--- src/rtl/filter_scan_ctrl.sv ---
// -----------------------------------------------------------------------------
// filter_scan_ctrl
//
// Sequences one HLS pixel-filter wrapper over a frame_w x frame_h frame. The
// filter has no backpressure on either side, so this block:
//   * holds one fetched pixel together with its (x,y) coordinate,
//   * only starts the filter when the result is guaranteed room downstream,
//   * tracks pixels inside the filter (issued minus written back),
//   * absorbs filter results in a small skid FIFO towards the write-back side.
//
// Ports
//   clk, rst_n              clock, asynchronous active-low reset
//   start                   one-cycle frame request (acted on in IDLE only)
//   frame_w, frame_h        frame size, captured together with start
//   busy, done, ovf         frame in progress / completion pulse / sticky drop
//   src_valid, src_ready    input pixel handshake, src_r/g/b pixel data
//   f_posx, f_posy          coordinate of the held pixel
//   f_ready                 filter start
//   f_rden                  filter consumed the held pixel
//   f_in_r/g/b              held pixel towards the filter
//   f_wren, f_out_r/g/b     filter result strobe and data
//   dst_valid, dst_ready    output pixel handshake, dst_r/g/b = FIFO head
// -----------------------------------------------------------------------------
module filter_scan_ctrl #(
  parameter int OUT_DEPTH = 8
) (
  input  logic        clk,
  input  logic        rst_n,
  input  logic        start,
  input  logic [11:0] frame_w,
  input  logic [11:0] frame_h,
  output logic        busy,
  output logic        done,
  output logic        ovf,
  input  logic        src_valid,
  output logic        src_ready,
  input  logic [7:0]  src_r,
  input  logic [7:0]  src_g,
  input  logic [7:0]  src_b,
  output logic [11:0] f_posx,
  output logic [11:0] f_posy,
  output logic        f_ready,
  input  logic        f_rden,
  output logic [7:0]  f_in_r,
  output logic [7:0]  f_in_g,
  output logic [7:0]  f_in_b,
  input  logic        f_wren,
  input  logic [7:0]  f_out_r,
  input  logic [7:0]  f_out_g,
  input  logic [7:0]  f_out_b,
  output logic        dst_valid,
  input  logic        dst_ready,
  output logic [7:0]  dst_r,
  output logic [7:0]  dst_g,
  output logic [7:0]  dst_b
);

  localparam int AW = $clog2(OUT_DEPTH);
  localparam int CW = AW + 1;  // FIFO occupancy 0..OUT_DEPTH
  localparam int IW = AW + 2;  // in-flight count, headroom for a misbehaving filter
  localparam int OW = AW + 3;  // occupancy + in-flight sum
  localparam logic [CW-1:0] FIFO_FULL_CNT = CW'(OUT_DEPTH);
  localparam logic [OW-1:0] OCC_LIMIT     = OW'(OUT_DEPTH);

  typedef enum logic [1:0] {
    ST_IDLE,
    ST_RUN,
    ST_DRAIN,
    ST_FIN
  } state_t;

  state_t state_reg, state_next;

  // start and the frame size are registered first; the accepted start is the
  // registered one, which gives the zero-size frame its two-cycle DONE latency
  logic        start_reg;
  logic [11:0] start_w_reg;
  logic [11:0] start_h_reg;

  logic [11:0] w_reg;
  logic [23:0] total_reg;
  logic [23:0] fetched_reg;
  logic [23:0] retired_reg;
  logic [11:0] x_reg;
  logic [11:0] y_reg;

  logic        hold_valid_reg;
  logic [7:0]  hold_r_reg, hold_g_reg, hold_b_reg;
  logic [11:0] hold_x_reg, hold_y_reg;

  logic [IW-1:0] inflight_reg;
  logic [AW-1:0] wr_ptr_reg, rd_ptr_reg;
  logic [CW-1:0] fifo_count_reg;
  logic          ovf_reg;

  logic [23:0] fifo_mem [OUT_DEPTH];
  logic [23:0] fifo_head;

  logic          frame_start, frame_ok;
  logic          src_hs, rd_acc, wr_acc;
  logic          fifo_full, push, drop, pop;
  logic [OW-1:0] occupancy;
  logic [23:0]   retired_next;
  logic          x_wrap;

  // ---------------------------------------------------------------------------
  // Handshake and gating decode
  // ---------------------------------------------------------------------------
  assign frame_start = (state_reg == ST_IDLE) && start_reg;
  assign frame_ok    = (start_w_reg != 12'd0) && (start_h_reg != 12'd0);

  assign src_ready = (state_reg == ST_RUN) && (fetched_reg < total_reg)
                     && (!hold_valid_reg || f_rden);
  assign src_hs    = src_valid && src_ready;

  // strobes that do not match our own bookkeeping are ignored
  assign rd_acc = f_rden && hold_valid_reg;
  assign wr_acc = f_wren && (inflight_reg != '0);

  assign fifo_full = (fifo_count_reg == FIFO_FULL_CNT);
  assign push      = wr_acc && !fifo_full;
  assign drop      = wr_acc && fifo_full;
  assign dst_valid = (fifo_count_reg != '0);
  assign pop       = dst_valid && dst_ready;

  // every issued pixel must find a FIFO slot when it comes back
  assign occupancy = OW'(fifo_count_reg) + OW'(inflight_reg);
  assign f_ready   = hold_valid_reg && (occupancy < OCC_LIMIT);

  // a dropped result still retires its pixel so a corrupted frame can end;
  // ovf is what reports the corruption
  assign retired_next = retired_reg + 24'(pop) + 24'(drop);

  assign x_wrap = (x_reg == w_reg - 12'd1);

  assign busy = (state_reg == ST_RUN) || (state_reg == ST_DRAIN);
  assign done = (state_reg == ST_FIN);
  assign ovf  = ovf_reg;

  assign f_posx = hold_x_reg;
  assign f_posy = hold_y_reg;
  assign f_in_r = hold_r_reg;
  assign f_in_g = hold_g_reg;
  assign f_in_b = hold_b_reg;

  // the array is not reset, so the head is masked while the FIFO is empty
  assign fifo_head = fifo_mem[rd_ptr_reg];
  assign dst_r = dst_valid ? fifo_head[23:16] : 8'd0;
  assign dst_g = dst_valid ? fifo_head[15:8]  : 8'd0;
  assign dst_b = dst_valid ? fifo_head[7:0]   : 8'd0;

  // ---------------------------------------------------------------------------
  // Frame FSM
  // ---------------------------------------------------------------------------
  always_ff @(posedge clk or negedge rst_n) begin
    if (!rst_n) begin
      state_reg <= ST_IDLE;
    end else begin
      state_reg <= state_next;
    end
  end

  always_comb begin
    state_next = state_reg;
    unique case (state_reg)
      ST_IDLE: begin
        if (frame_start) begin
          state_next = frame_ok ? ST_RUN : ST_FIN;
        end
      end
      ST_RUN: begin
        if ((fetched_reg == total_reg) && !hold_valid_reg) begin
          state_next = ST_DRAIN;
        end
      end
      ST_DRAIN: begin
        // look at the post-pop count so DONE follows the last pop directly
        if (retired_next >= total_reg) begin
          state_next = ST_FIN;
        end
      end
      ST_FIN: begin
        state_next = ST_IDLE;
      end
      default: begin
        state_next = ST_IDLE;
      end
    endcase
  end

  // ---------------------------------------------------------------------------
  // Frame bookkeeping, fetch scan and hold register
  // ---------------------------------------------------------------------------
  always_ff @(posedge clk or negedge rst_n) begin
    if (!rst_n) begin
      start_reg      <= 1'b0;
      start_w_reg    <= 12'd0;
      start_h_reg    <= 12'd0;
      w_reg          <= 12'd0;
      total_reg      <= 24'd0;
      fetched_reg    <= 24'd0;
      retired_reg    <= 24'd0;
      x_reg          <= 12'd0;
      y_reg          <= 12'd0;
      hold_valid_reg <= 1'b0;
      hold_r_reg     <= 8'd0;
      hold_g_reg     <= 8'd0;
      hold_b_reg     <= 8'd0;
      hold_x_reg     <= 12'd0;
      hold_y_reg     <= 12'd0;
      ovf_reg        <= 1'b0;
    end else begin
      start_reg   <= start;
      start_w_reg <= frame_w;
      start_h_reg <= frame_h;

      if (frame_start) begin
        w_reg       <= start_w_reg;
        total_reg   <= 24'(start_w_reg) * 24'(start_h_reg);
        fetched_reg <= 24'd0;
        retired_reg <= 24'd0;
        x_reg       <= 12'd0;
        y_reg       <= 12'd0;
      end else begin
        retired_reg <= retired_next;
        if (src_hs) begin
          fetched_reg <= fetched_reg + 24'd1;
          x_reg       <= x_wrap ? 12'd0 : x_reg + 12'd1;
          if (x_wrap) begin
            y_reg <= y_reg + 12'd1;
          end
        end
      end

      // a reload in the same cycle as consumption keeps the register full
      hold_valid_reg <= src_hs || (hold_valid_reg && !rd_acc);
      if (src_hs) begin
        hold_r_reg <= src_r;
        hold_g_reg <= src_g;
        hold_b_reg <= src_b;
        hold_x_reg <= x_reg;
        hold_y_reg <= y_reg;
      end

      if (frame_start) begin
        ovf_reg <= 1'b0;
      end else if (drop) begin
        ovf_reg <= 1'b1;
      end
    end
  end

  // ---------------------------------------------------------------------------
  // In-flight counter and output skid FIFO
  // ---------------------------------------------------------------------------
  always_ff @(posedge clk or negedge rst_n) begin
    if (!rst_n) begin
      inflight_reg   <= '0;
      wr_ptr_reg     <= '0;
      rd_ptr_reg     <= '0;
      fifo_count_reg <= '0;
    end else begin
      inflight_reg <= inflight_reg + IW'(rd_acc) - IW'(wr_acc);
      if (push) begin
        wr_ptr_reg <= wr_ptr_reg + AW'(1);
      end
      if (pop) begin
        rd_ptr_reg <= rd_ptr_reg + AW'(1);
      end
      unique case ({push, pop})
        2'b10:   fifo_count_reg <= fifo_count_reg + CW'(1);
        2'b01:   fifo_count_reg <= fifo_count_reg - CW'(1);
        default: fifo_count_reg <= fifo_count_reg;
      endcase
    end
  end

  always_ff @(posedge clk) begin
    if (push) begin
      fifo_mem[wr_ptr_reg] <= {f_out_r, f_out_g, f_out_b};
    end
  end

endmodule

--- config.mk ---
export PLATFORM = sky130hd
export DESIGN_NAME = filter_scan_ctrl
export DESIGN_NICKNAME = d
export VERILOG_FILES = /design/src/rtl/filter_scan_ctrl.sv
export SDC_FILE = /design/constraint.sdc
export NUM_CORES = 1
export LEC_CHECK = 0
export BUFFER_PORTS_ARGS = -buffer_cell sky130_fd_sc_hd__buf_2
export CORE_ASPECT_RATIO = 1.2
export CORE_MARGIN = 1.5
export CORE_UTILIZATION = 55
export DETAILED_ROUTE_END_ITERATION = 7
export HOLD_SLACK_MARGIN = 0.06
export PLACE_DENSITY = 0.72
export SYNTH_ARGS = -nofsm -noshare
export SYNTH_HDL_FRONTEND = slang
export SYNTH_SLANG_ARGS = --single-unit
--- constraint.sdc ---
create_clock -name clk -period 6.5 [get_ports clk]
set_input_delay 0.975 -clock clk [delete_from_list [all_inputs] [get_ports clk]]
set_output_delay 0.975 -clock clk [all_outputs]
set_load 0.02 [all_outputs]
Word-level counts from Yosys, hierarchy flattened

Memory sizes are Yosys's and may differ from the RTL's.
Cells that the tools add are included.

Register bits after elaboration: 200
Memories: 1
Word-level logic and storage cells: 102
Bits in writable memories: 192
Output and inout bits: 78

Muxes and demuxes: 22
Eq/ne operators: 11
$add $sub $neg: 13
Magnitude comparators: 3
Multipliers: 1
Reduce and logical (&&, ||, !) cells: 30

Memories:

| name     | words | width | read ports | clocked after memory_dff | write ports | RTL line | source |
|---|---|---|---|---|---|---|---|
| fifo_mem | 8     | 24    | 1          | 0                        | 1           | 96       | `logic [23:0] fifo_mem [OUT_DEPTH];` |

Operators with widths:

| kind                    | count |
|---|---|
| $mux W12                | 6 |
| $mux W24                | 3 |
| $add A24 B1 Y24         | 2 |
| $add A12 B1 Y12 const B | 2 |
| $add A24 B1 Y24 const B | 1 |
| $eq A24 B24 Y1          | 1 |
| $ge A24 B24 Y1          | 1 |
| $lt A24 B24 Y1          | 1 |
| $mul A12 B12 Y24        | 1 |
| $mux W8                 | 3 |
| $reduce_bool A12 Y1     | 2 |
| $logic_and A1 B1 Y1     | 13 |
| $eq A12 B12 Y1          | 1 |
| $sub A12 B1 Y12 const B | 1 |
| $mux W2                 | 4 |
| $pmux W2 S4             | 1 |
| $pmux W4 S2             | 1 |
| $reduce_bool A2 Y1      | 4 |
| $add A3 B1 Y3 const B   | 2 |
| $add A4 B5 Y6           | 1 |
| $eq A2 B2 Y1 const B    | 3 |
| $lt A6 B4 Y1 const B    | 1 |
| $add A5 B1 Y5           | 1 |
| $reduce_bool A5 Y1      | 1 |
| 14 further kinds        | 23 |

Logic depth before layout (Yosys ltp)

Depth after elaboration: 7
Mapped depth: 21
Mapped depth without buffers: 21

Worst setup path before layout

Ideal clock, no wire load.

Path type: register to register
From: register start_w_reg[7]
To: register total_reg[20]
Library setup time: 0.132 ns
Setup slack: 1.329 ns
Data required time: 6.368 ns
Path buffers: 1
Cell stages (with the launch flop): 20
Arrival time: 5.039 ns
Path through: dfrtp_1 clkbuf_1 nand2_1 fa_1 fa_1 inv_1 fa_1 fa_1 inv_1 fa_1 inv_1 ha_1 a21o_1 a21oi_1 a2bb2oi_1 a31oi_1 a21o_1 a21oi_1 xor2_1 o21ai_0

Word-level cells in the longest chain between the ends: 1

RTL lines:

| what                   | RTL line | source |
|---|---|---|
| start, declared        | 77       | `logic [11:0] start_w_reg;` |
| start signal, assigned | 214      | `start_w_reg <= frame_w;` |
| $mul A12 B12 Y24       | 219      | `total_reg <= 24'(start_w_reg) * 24'(start_h_reg);` |
| end signal, assigned   | 219      |  |
| end, declared          | 81       | `logic [23:0] total_reg;` |

No other way between the ends.
A chain may end at the register's enable or synchronous reset.

Final worst setup path

From: register start_w_reg[1]
To: register total_reg[20]

Same word-level chain as after synthesis.

==> results.cfg <==
[placement]
place_ws_ns = 0.9434
dp_hpwl_mm = 33.42
io_buffers = 156
placed_cells = 2567
gp_congestion = 0.8585

[cells_and_area]
final_nets = 2392
largest-register = fifo_mem
multi_input_area_um2 = 10400
largest_reg_flops = 192
drive_gt1_share_pct = 14.62
instances_no_fill = 2641
layout.area.seq_um2 = 10770
fillCellCount = 3170
area_delta_synth_final_pct = 12.20

[timing]
fin_crit_ns = 5.561
worst_pin_slew_ns = 1.125
setup_viol = 0
slew_violations = 0
setup_slack_ns = 0.9394
hold_viol = 0
fin_crit_sh_pct = 85.55
clock-skew-final_ns = 0.03098
grt_setup_unrepaired = false
relSlewSlack_pct = 25.00
fmax_mhz = 179.8
timing.hold.ws_ns = 0.4693
tns_ns = 0

[drt]
route.detailed.drc = 0
initialDrtViolationCount = 814
wl_per_cell_um = 18.20
route.vias.total = 14580
wirelength_mm = 48.06
routed_via_density = 5.521
dr.pass1.iters = 5
ant_nets = 0

[critical_path]
max_stage_delay_ns = 0.56
startpoint = start_w_reg[1]$_DFF_PN0_
cp-end-kind = flop
worst_path_most_repeated_cell = fa_1
r2r_setup_slack_ns = 0.94
critPathRequiredTime_ns = 6.90
reg2reg_depth = 17
cp_cell_sequence = and2_1, fa_1, fa_1, fa_1, fa_1, inv_1, fa_1, inv_1, ha_1, a21o_1, a21oi_1, a2bb2oi_1, a31oi_1, a21o_1, a21oi_1, xor2_1, o21ai_0
cp_data_arrival_time_ns = 5.96
crit_end = total_reg[20]$_DFFE_PN0P_
r2r_start = start_w_reg[1]$_DFF_PN0_
slowest_stage = dfrtp_1
r2r-end = total_reg[20]$_DFFE_PN0P_
cp_max_fo = 14
path_class = flop to flop
critPathLaunchType = flop

[synthesis]
syn-cell-area_um2 = 22110
ys_types = 63
ys_ff_latch = 392
ys_seq_area_share_pct = 48.72
synth_warnings = 0
synth_cells = 1943
syn-num-nets = 2259
synth_area_leaders = edfxtp_1 (26%), dfrtp_1 (23%), fa_1 (9.3%)
yosysTopAreaCellShare_pct = 26.08
syn_avg_cell_area_um2 = 11.38
synth_common_cells = nand2_1 (340), dfrtp_1 (200), edfxtp_1 (192)
synth-edff-count = 192
synthFlopType = dfrtp_1
async_reset_ff_share_pct = 51.02
synth_most_common_cell = nand2_1
yosys.area.top_type = edfxtp_1

[grt]
grt_antenna_before_repair = 3
gr-total-overflow = 0
gr-usage-all-layers_pct = 24.28
grt_max_degree = 126
grt_pass1_vias = 15490
grt_first_pass_wirelength_mm = 78.96

[floorplanning]
die_area_um2 = 41410
rows = 80
initial_core_util_pct = 55.63
die_x_um = 186.0
core_area_um2 = 39740
io-pin-count = 157
die_h_um = 222.6

[clock_network]
cts_sinks = 392
clkSlewWorstSetupHoldPaths_ns = 0.06
cts_tree = yes
hold_buffers = 0
h-tree-depth = 2
clock_latency_ns = 0.57
clockBufferDepth = 3
cts_made_buffers = 40
post_cts_buffers = 0
cts-root-buf = clkbuf_16
ctsResizeCount = 0

[min_path]
min_path_type = flop to flop

[job]
drv_cap = 0

[outcome]
status = finished clean

[power]
power.density_nw_per_um2 = 419.2
peakVddDrop_uv = 247.2
p_leak_nw = 11.32
[logic make-up (layout without fill, tap and decap cells)]
logic type | Yosys count | after routing | share of synthesized area (%)
buffers and inverters | 269 | 433 | 4.579
DFF | 392 | 392 | 48.72
adders and majority gates | 237 | 237 | 16.91
AOI/OAI and AO/OA | 170 | 170 | 4.896
xor gates and xnor gates | 96 | 96 | 3.803
and+or+nand+nor | 701 | 701 | 14.84
other | 0 | 1 | 0
muxes | 78 | 78 | 6.254
[metrics by stage]
step,area (um2),util [%],total power [mW]
final,24810,62.42,10.40
after floorplan,22110,-,6.862
after CTS,24800,62.42,10.51
after global routing,24810,62.42,11.22
after detailed placement,23440,58.99,8.134
after global placement,23440,58.99,7.976
[per-layer routing]
metal	GRT usage (%)	part of all wire [%]	up-vias	wire, um
met5	0	0.056	-	27
met4	7.128	2.7	4	1297
met3	3.458	3.7	94	1755
met2	44.26	53	332	25440
met1	29.56	41	7315	19530
li1	-	-	6837	-
[worst min path at each step]
stage                     cells past startpoint  slack, ns             startpoint                       end
after CTS                                     2       0.47  f_in_r[3]$_DFFE_PN0P_     f_in_r[3]$_DFFE_PN0P_
after detailed placement                      2       0.46  f_in_g[1]$_DFFE_PN0P_     f_in_g[1]$_DFFE_PN0P_
after floorplan                               2       0.45  y_reg[11]$_DFFE_PN0P_    f_posy[11]$_DFFE_PN0P_
after global routing                          1       0.49             frame_h[0]  start_h_reg[0]$_DFF_PN0_
final                                         2       0.47  f_in_b[6]$_DFFE_PN0P_     f_in_b[6]$_DFFE_PN0P_
after global placement                        2       0.45  f_in_b[4]$_DFFE_PN0P_     f_in_b[4]$_DFFE_PN0P_
[placed cells by master, fill, tap and decap left out, drive strengths merged, types with 54 or more instances in the layout]
cell	count
xnor2	60
dfrtp	200
and2	85
nor2	105
edfxtp	192
fa	103
nand2	340
buf	168
clkbuf	61
inv	193
ha	134
o21ai	54
[power by group]
| part | leakage [nW] | switching [mW] | total [mW] | internal [mW] |
|---|---|---|---|---|
| registers | 4.34 | 0.363 | 3.45 | 3.08 |
| clock network | 0.669 | 0.973 | 2.32 | 1.35 |
| logic | 6.31 | 2.73 | 4.63 | 1.91 |
[critical path, delay by kind of cell (launching register included)]
family / cells / cell delay [ns]
and+or+nand+nor: 1 / 0.25
xor gates and xnor gates: 1 / 0.15
buffers and inverters: 2 / 0.09
AOI/OAI and AO/OA: 7 / 1.34
adders and majority gates: 6 / 2.99
DFF: 1 / 0.56
[final cells by class]
cell class                 instances  area share, %
sequential                       392          43.43
multi-input combinational       1282          41.91
clock buffer                      60          4.868
timing repair buffer             169          3.576
inverter                         191          2.890
tap                              533          2.689
clock inverter                    13         0.6255
antenna                            1        0.01009
Note: power is estimated with default switching activity, not from simulation.
